## config.mk

```make
export PLATFORM = sky130hd
export DESIGN_NAME = wb_commit_unit
export DESIGN_NICKNAME = d
export VERILOG_FILES = /design/src/rtl/wb_commit_unit_pkg.sv /design/src/rtl/wb_load_align.sv /design/src/rtl/wb_commit_unit.sv
export SDC_FILE = /design/constraint.sdc
export NUM_CORES = 1
export LEC_CHECK = 0
export ABC_AREA = 1
export ABC_CLOCK_PERIOD_IN_PS = 1250
export BUFFER_PORTS_ARGS = -buffer_cell sky130_fd_sc_hd__buf_4
export CORE_MARGIN = 5
export CORE_UTILIZATION = 46
export CTS_CLUSTER_SIZE = 30
export DETAILED_ROUTE_END_ITERATION = 8
export PLACE_DENSITY = 0.76
export SETUP_SLACK_MARGIN = 0.2
export SLEW_MARGIN = 20
export SYNTH_ARGS = -nofsm -noshare
export SYNTH_HDL_FRONTEND = slang
export SYNTH_HIERARCHICAL = 1
export SYNTH_SLANG_ARGS = --single-unit
```

## constraint.sdc

```tcl
create_clock -name clk_i -period 1.25 [get_ports clk_i]
set_input_delay 0.25 -clock clk_i [delete_from_list [all_inputs] [get_ports clk_i]]
set_output_delay 0.25 -clock clk_i [all_outputs]
set_load 0.01 [all_outputs]
```

## src/rtl/wb_commit_unit_pkg.sv

```systemverilog
// Shared definitions for the writeback commit slice: datapath widths and load funct3 encodings.
package wb_commit_unit_pkg;

    localparam int XLEN       = 32;
    localparam int REG_ADDR_W = 5;

    localparam logic [2:0] F3_LB  = 3'b000;
    localparam logic [2:0] F3_LH  = 3'b001;
    localparam logic [2:0] F3_LW  = 3'b010;
    localparam logic [2:0] F3_LBU = 3'b100;
    localparam logic [2:0] F3_LHU = 3'b101;

endpackage

```

## src/rtl/wb_load_align.sv

```systemverilog
// Load data formatter: picks the addressed byte or halfword from the raw memory word and extends it.
module wb_load_align
    import wb_commit_unit_pkg::*;
(
    input  logic [2:0]      funct3,
    input  logic [1:0]      addr_lo,
    input  logic [XLEN-1:0] rdata,
    output logic [XLEN-1:0] data
);

    logic [7:0]  lane [4];
    logic [7:0]  byte_sel;
    logic [15:0] half_sel;

    genvar gi;
    generate
        for (gi = 0; gi < 4; gi++) begin : g_lane
            assign lane[gi] = rdata[8*gi +: 8];
        end
    endgenerate

    // Halfwords are selected by addr_lo[1] alone; a misaligned low bit is ignored.
    always_comb begin
        byte_sel = lane[addr_lo];
        half_sel = addr_lo[1] ? rdata[31:16] : rdata[15:0];
        case (funct3)
            F3_LB:   data = {{24{byte_sel[7]}}, byte_sel};
            F3_LBU:  data = {24'd0, byte_sel};
            F3_LH:   data = {{16{half_sel[15]}}, half_sel};
            F3_LHU:  data = {16'd0, half_sel};
            default: data = rdata;
        endcase
    end

endmodule

```

## src/rtl/wb_commit_unit.sv

```systemverilog
// Writeback stage: merges the MEM->WB pipeline with a one-entry MDU result buffer onto the
// register-file write port, drops x0 writes and requests a stall when the buffer starves.
module wb_commit_unit
    import wb_commit_unit_pkg::*;
#(
    parameter int STARVE_LIMIT = 4,
    parameter int CNT_W        = 3
) (
    input  logic                  clk_i,
    input  logic                  rst_i,
    input  logic                  stall_i,
    input  logic                  mem_valid_i,
    input  logic [REG_ADDR_W-1:0] mem_rd_i,
    input  logic [XLEN-1:0]       mem_result_i,
    input  logic                  mem_is_load_i,
    input  logic [2:0]            mem_funct3_i,
    input  logic [1:0]            mem_addr_lo_i,
    input  logic [XLEN-1:0]       mem_rdata_i,
    input  logic                  mdu_valid_i,
    input  logic [REG_ADDR_W-1:0] mdu_rd_i,
    input  logic [XLEN-1:0]       mdu_data_i,
    output logic                  mdu_ready_o,
    output logic [REG_ADDR_W-1:0] RDaddr_o,
    output logic [XLEN-1:0]       RDdata_o,
    output logic                  RegWrite_o,
    output logic                  wb_hold_o
);

    localparam logic [CNT_W-1:0] LIMIT = CNT_W'(STARVE_LIMIT);

    logic                  wb_valid_reg;
    logic [REG_ADDR_W-1:0] wb_rd_reg;
    logic [XLEN-1:0]       wb_data_reg;
    logic                  buf_valid_reg;
    logic [REG_ADDR_W-1:0] buf_rd_reg;
    logic [XLEN-1:0]       buf_data_reg;
    logic [CNT_W-1:0]      cnt_reg;
    logic [CNT_W-1:0]      cnt_next;
    logic                  hold_reg;

    logic [XLEN-1:0] load_data;
    logic [XLEN-1:0] mem_data;
    logic            wb_wr;
    logic            buf_wr;
    logic            kill;
    logic            accept;

    wb_load_align u_load_align (
        .funct3  (mem_funct3_i),
        .addr_lo (mem_addr_lo_i),
        .rdata   (mem_rdata_i),
        .data    (load_data)
    );

    assign mem_data = mem_is_load_i ? load_data : mem_result_i;

    // A WB entry targeting x0 is treated as an empty slot so the buffer may use it.
    assign wb_wr  = wb_valid_reg && (wb_rd_reg != '0);
    assign buf_wr = !wb_wr && buf_valid_reg;
    assign kill   = wb_wr && buf_valid_reg && (wb_rd_reg == buf_rd_reg);
    assign accept = mdu_valid_i && !buf_valid_reg;

    assign mdu_ready_o = !buf_valid_reg;
    assign RegWrite_o  = wb_wr || buf_wr;
    assign RDaddr_o    = wb_wr ? wb_rd_reg   : (buf_wr ? buf_rd_reg   : '0);
    assign RDdata_o    = wb_wr ? wb_data_reg : (buf_wr ? buf_data_reg : '0);
    assign wb_hold_o   = hold_reg;

    // Counts cycles the buffered result loses to the pipeline; saturates at the hold threshold.
    always_comb begin
        cnt_next = cnt_reg;
        if (!buf_valid_reg || buf_wr || kill) begin
            cnt_next = '0;
        end else if (cnt_reg != LIMIT) begin
            cnt_next = cnt_reg + CNT_W'(1);
        end
    end

    always_ff @(posedge clk_i or negedge rst_i) begin
        if (!rst_i) begin
            wb_valid_reg  <= 1'b0;
            wb_rd_reg     <= '0;
            wb_data_reg   <= '0;
            buf_valid_reg <= 1'b0;
            buf_rd_reg    <= '0;
            buf_data_reg  <= '0;
            cnt_reg       <= '0;
            hold_reg      <= 1'b0;
        end else begin
            if (stall_i) begin
                wb_valid_reg <= 1'b0;
            end else begin
                wb_valid_reg <= mem_valid_i;
                wb_rd_reg    <= mem_rd_i;
                wb_data_reg  <= mem_data;
            end

            // Drain and accept are mutually exclusive because ready is low while full.
            if (buf_wr || kill) begin
                buf_valid_reg <= 1'b0;
            end else if (accept && (mdu_rd_i != '0)) begin
                buf_valid_reg <= 1'b1;
                buf_rd_reg    <= mdu_rd_i;
                buf_data_reg  <= mdu_data_i;
            end

            cnt_reg  <= cnt_next;
            hold_reg <= (cnt_next == LIMIT);
        end
    end

endmodule

```

==> metrics.md <==
| Metric | Value |
|---|---|
| Status | `complete, but fails checks` |
| Failing checks | `setup timing` |
| First drt pass iteration count | `5` |
| Final #Nets | `998` |
| CP max stage delay | `400 ps` |
| Crit path DAT | `1750 ps` |
| CP Capture Type | `output pin` |
| RD Place Congestion | `0.881` |
| Commonest non-fill, non-tap cell in the layout | `buf_4` |
| Area Overhead vs Synth | `64.6%` |
| Global-route wire length before repair | `27800 um` |
| Fin Clk Skew | `5.80 ps` |
| Worst-path maximum fanout | `9` |
| Final hold violation count | `0` |
| Startpoint types | `flop` |
| CTS sink cnt | `80` |
| Tmin final | `2000 ps` |
| Cells after synthesis | `662` |
| MaxCap Viol Count | `0` |
| # diodes | `0` |
| Setup WS pre-CTS | `-351 ps` |
| Ys async rst share | `1.00` |
| Most frequent cells in the layout | `buf_4, nand2_1, inv_1` |
| H-tree depth | `3` |
| Critical Path Slowest Stage Cell | `dfrtp_1` |
| Dpl hpwl | `11900 um` |
| Final worst slack | `-753 ps` |
| Synthesized area | `5000 um^2` |
| Worst vdd ir | `0.000736 V` |
| Vias in the first global route | `5499` |
| Highest clock rate | `499 MHz` |
| Register area share after synthesis | `0.400` |
| Tot GR Track Use | `0.273` |
| Die Ht | `114 um` |
| Die area | `13100 um^2` |
| Critical-path cell list | `nor2_2 > nand3_2 > nand2_4 > buf_12 > buf_12 > buf_16 > o21ai_1 > buf_4` |
| Worst path required time | `1000 ps` |
| First DRT Iteration DRCs | `407` |
| DR vias/cell | `5.43` |
| Final-report max-slew violation count | `0` |
| Leakage power | `4.29 nW` |
| Routed WL | `18800 um` |
| Routed via count | `5545` |
| DRC | `0` |
| Post-synthesis net count | `781` |
| Die Width | `114 um` |
| Antenna Nets Post-Route | `0` |
| WL/cell | `18.4 um` |
| Port Buffers | `156` |
| Yosys cell types | `31` |
| Synth Warn # | `6` |
| Setup CP Type | `reg2out` |
| # IOs | `157` |
| Period utilisation layout | `1.60` |
| Measured slew at the worst slew-check pin | `507 ps` |
| TritonCTS clock tree | `yes` |
| Hold Path Class | `in2reg` |
| Starting Density | `0.465` |
| Grt ovf | `0` |
| # rows | `38` |
| Power Dens Cells | `1030 nW/um^2` |
| Floorplan core area | `10700 um^2` |
| Final setup vio count | `81` |
| Layout cells sized above 1 | `0.525` |
| Crit path buf inv count | `4` |
| Clk slew on worst S/H paths | `80 ps` |
| Power, Total | `8.52 mW` |
| Cell repeated most along the worst path | `buf_12` |
| CP delay by family, top | `buffers and inverters` |
| CTS Root Cell | `clkbuf_8` |
| Max Root-Sink Buffers | `2` |
| RSZ-0062 raised after global routing | `yes` |
| Number of synthesized flops with an enable pin | `0` |
| Register bit total from synthesis | `80` |
| Mean Syn Cell Area | `7.55 um^2` |
| Synth Flop Type | `dfrtp_1` |
| CTS buffer count | `9` |
| Initial antenna violation count | `0` |
| Relative slew slack | `0.662` |
| Largest net degree at the start of global routing | `38` |
| Clock Latency Late Sink | `370 ps` |
logic make-up after synthesis:
group                    count (synthesis)  share of synthesized area
AND/OR/NAND/NOR                        281                      0.268
buffers and inverters                  150                      0.137
AO/OA/AOI/OAI                          147                      0.186
flip-flops                              80                      0.400
XOR/XNOR                                 2                    0.00350
adder cells (fa/ha/maj)                  2                    0.00500
Yosys cell counts, types with 5 or more instances:
cell | instances | area (um^2)
buf_2 | 20 | 100
o21ai_1 | 5 | 25.0
o21ai_0 | 44 | 220
nor2_1 | 17 | 63.8
nand2_1 | 157 | 589
inv_1 | 106 | 398
nand2_2 | 5 | 31.3
clkbuf_1 | 7 | 26.3
o21ai_2 | 28 | 245
buf_6 | 12 | 135
nand3_2 | 23 | 230
dfrtp_1 | 80 | 2000
a21oi_1 | 32 | 160
a22oi_1 | 32 | 240
nand3_1 | 67 | 335
metal layers:
layer,track usage,share of wire,up-vias
li1,-,-,2577
met1,0.351,0.40,2692
met2,0.463,0.51,247
met3,0.0603,0.077,29
met4,0.0768,0.015,0
met5,0,0,-
worst reg2reg max path, cell delays in order (launching register included):
cell	delay (ps)
dfrtp_1	400
nor2_2	140
nand3_2	120
nand2_4	120
buf_12	130
buf_12	120
buf_16	140
buf_6	100
buf_6	90
nor2_4	40
nand2_2	80
nand2_1	50
power by group:
| group | switching (mW) | total, mW | internal (mW) |
|---|---|---|---|
| Clock | 0.955 | 2.06 | 1.11 |
| Sequential | 0.258 | 3.21 | 2.95 |
| Combinational | 1.66 | 3.24 | 1.58 |
layout make-up:
cell class              instances  area [um^2]
repair buffers                247         2440
clock buffers                  11          131
flip-flops and latches         80         2000
well taps                     140          175
multi-input cells             433         2970
clock inverters                 3         68.8
fillers                       727         2510
inverters                     108          439
metrics by stage:
step                      cell area (um^2)  cells   util  setup TNS (ps)  hold WS [ps]
after floorplan                       5280    662      -           -1800         -45.6
after global placement                6810    961  0.633          -16030           129
after detailed placement              6810    961  0.633          -17660           134
after CTS                             7720   1012  0.718          -33160          89.1
after global routing                  8230   1022  0.766          -40070           107
final                                 8230   1022  0.766          -36140           105
path summary, 6_finish.rpt:
check	start	to	slack (ps)	cells after the start
max in group asynchronous	rst_i	wb_data_reg[13]$_DFFE_PN0N_	470	3
setup reg to reg	wb_rd_reg[2]$_DFFE_PN0N_	buf_valid_reg$_DFFE_PN0P_	-390	11
hold / removal	mem_rd_i[4]	wb_rd_reg[4]$_DFFE_PN0N_	110	3
hold reg to reg	buf_data_reg[4]$_DFFE_PN0P_	buf_data_reg[4]$_DFFE_PN0P_	490	2
setup / recovery	wb_rd_reg[2]$_DFFE_PN0N_	RDdata_o[4]	-750	8
min in group asynchronous	rst_i	wb_data_reg[23]$_DFFE_PN0N_	300	2
what timing repair did:
action                                  4_1_cts  5_1_grt
pin swaps                                    18       33
hold buffers                                  1        0
hold endpoints to repair                     14        0
gates cloned                                 11        2
resized for setup                            52      102
endpoints found under the setup margin      111      113
setup buffers                                25        8
No activity file was read; power rests on OpenSTA's default activity.
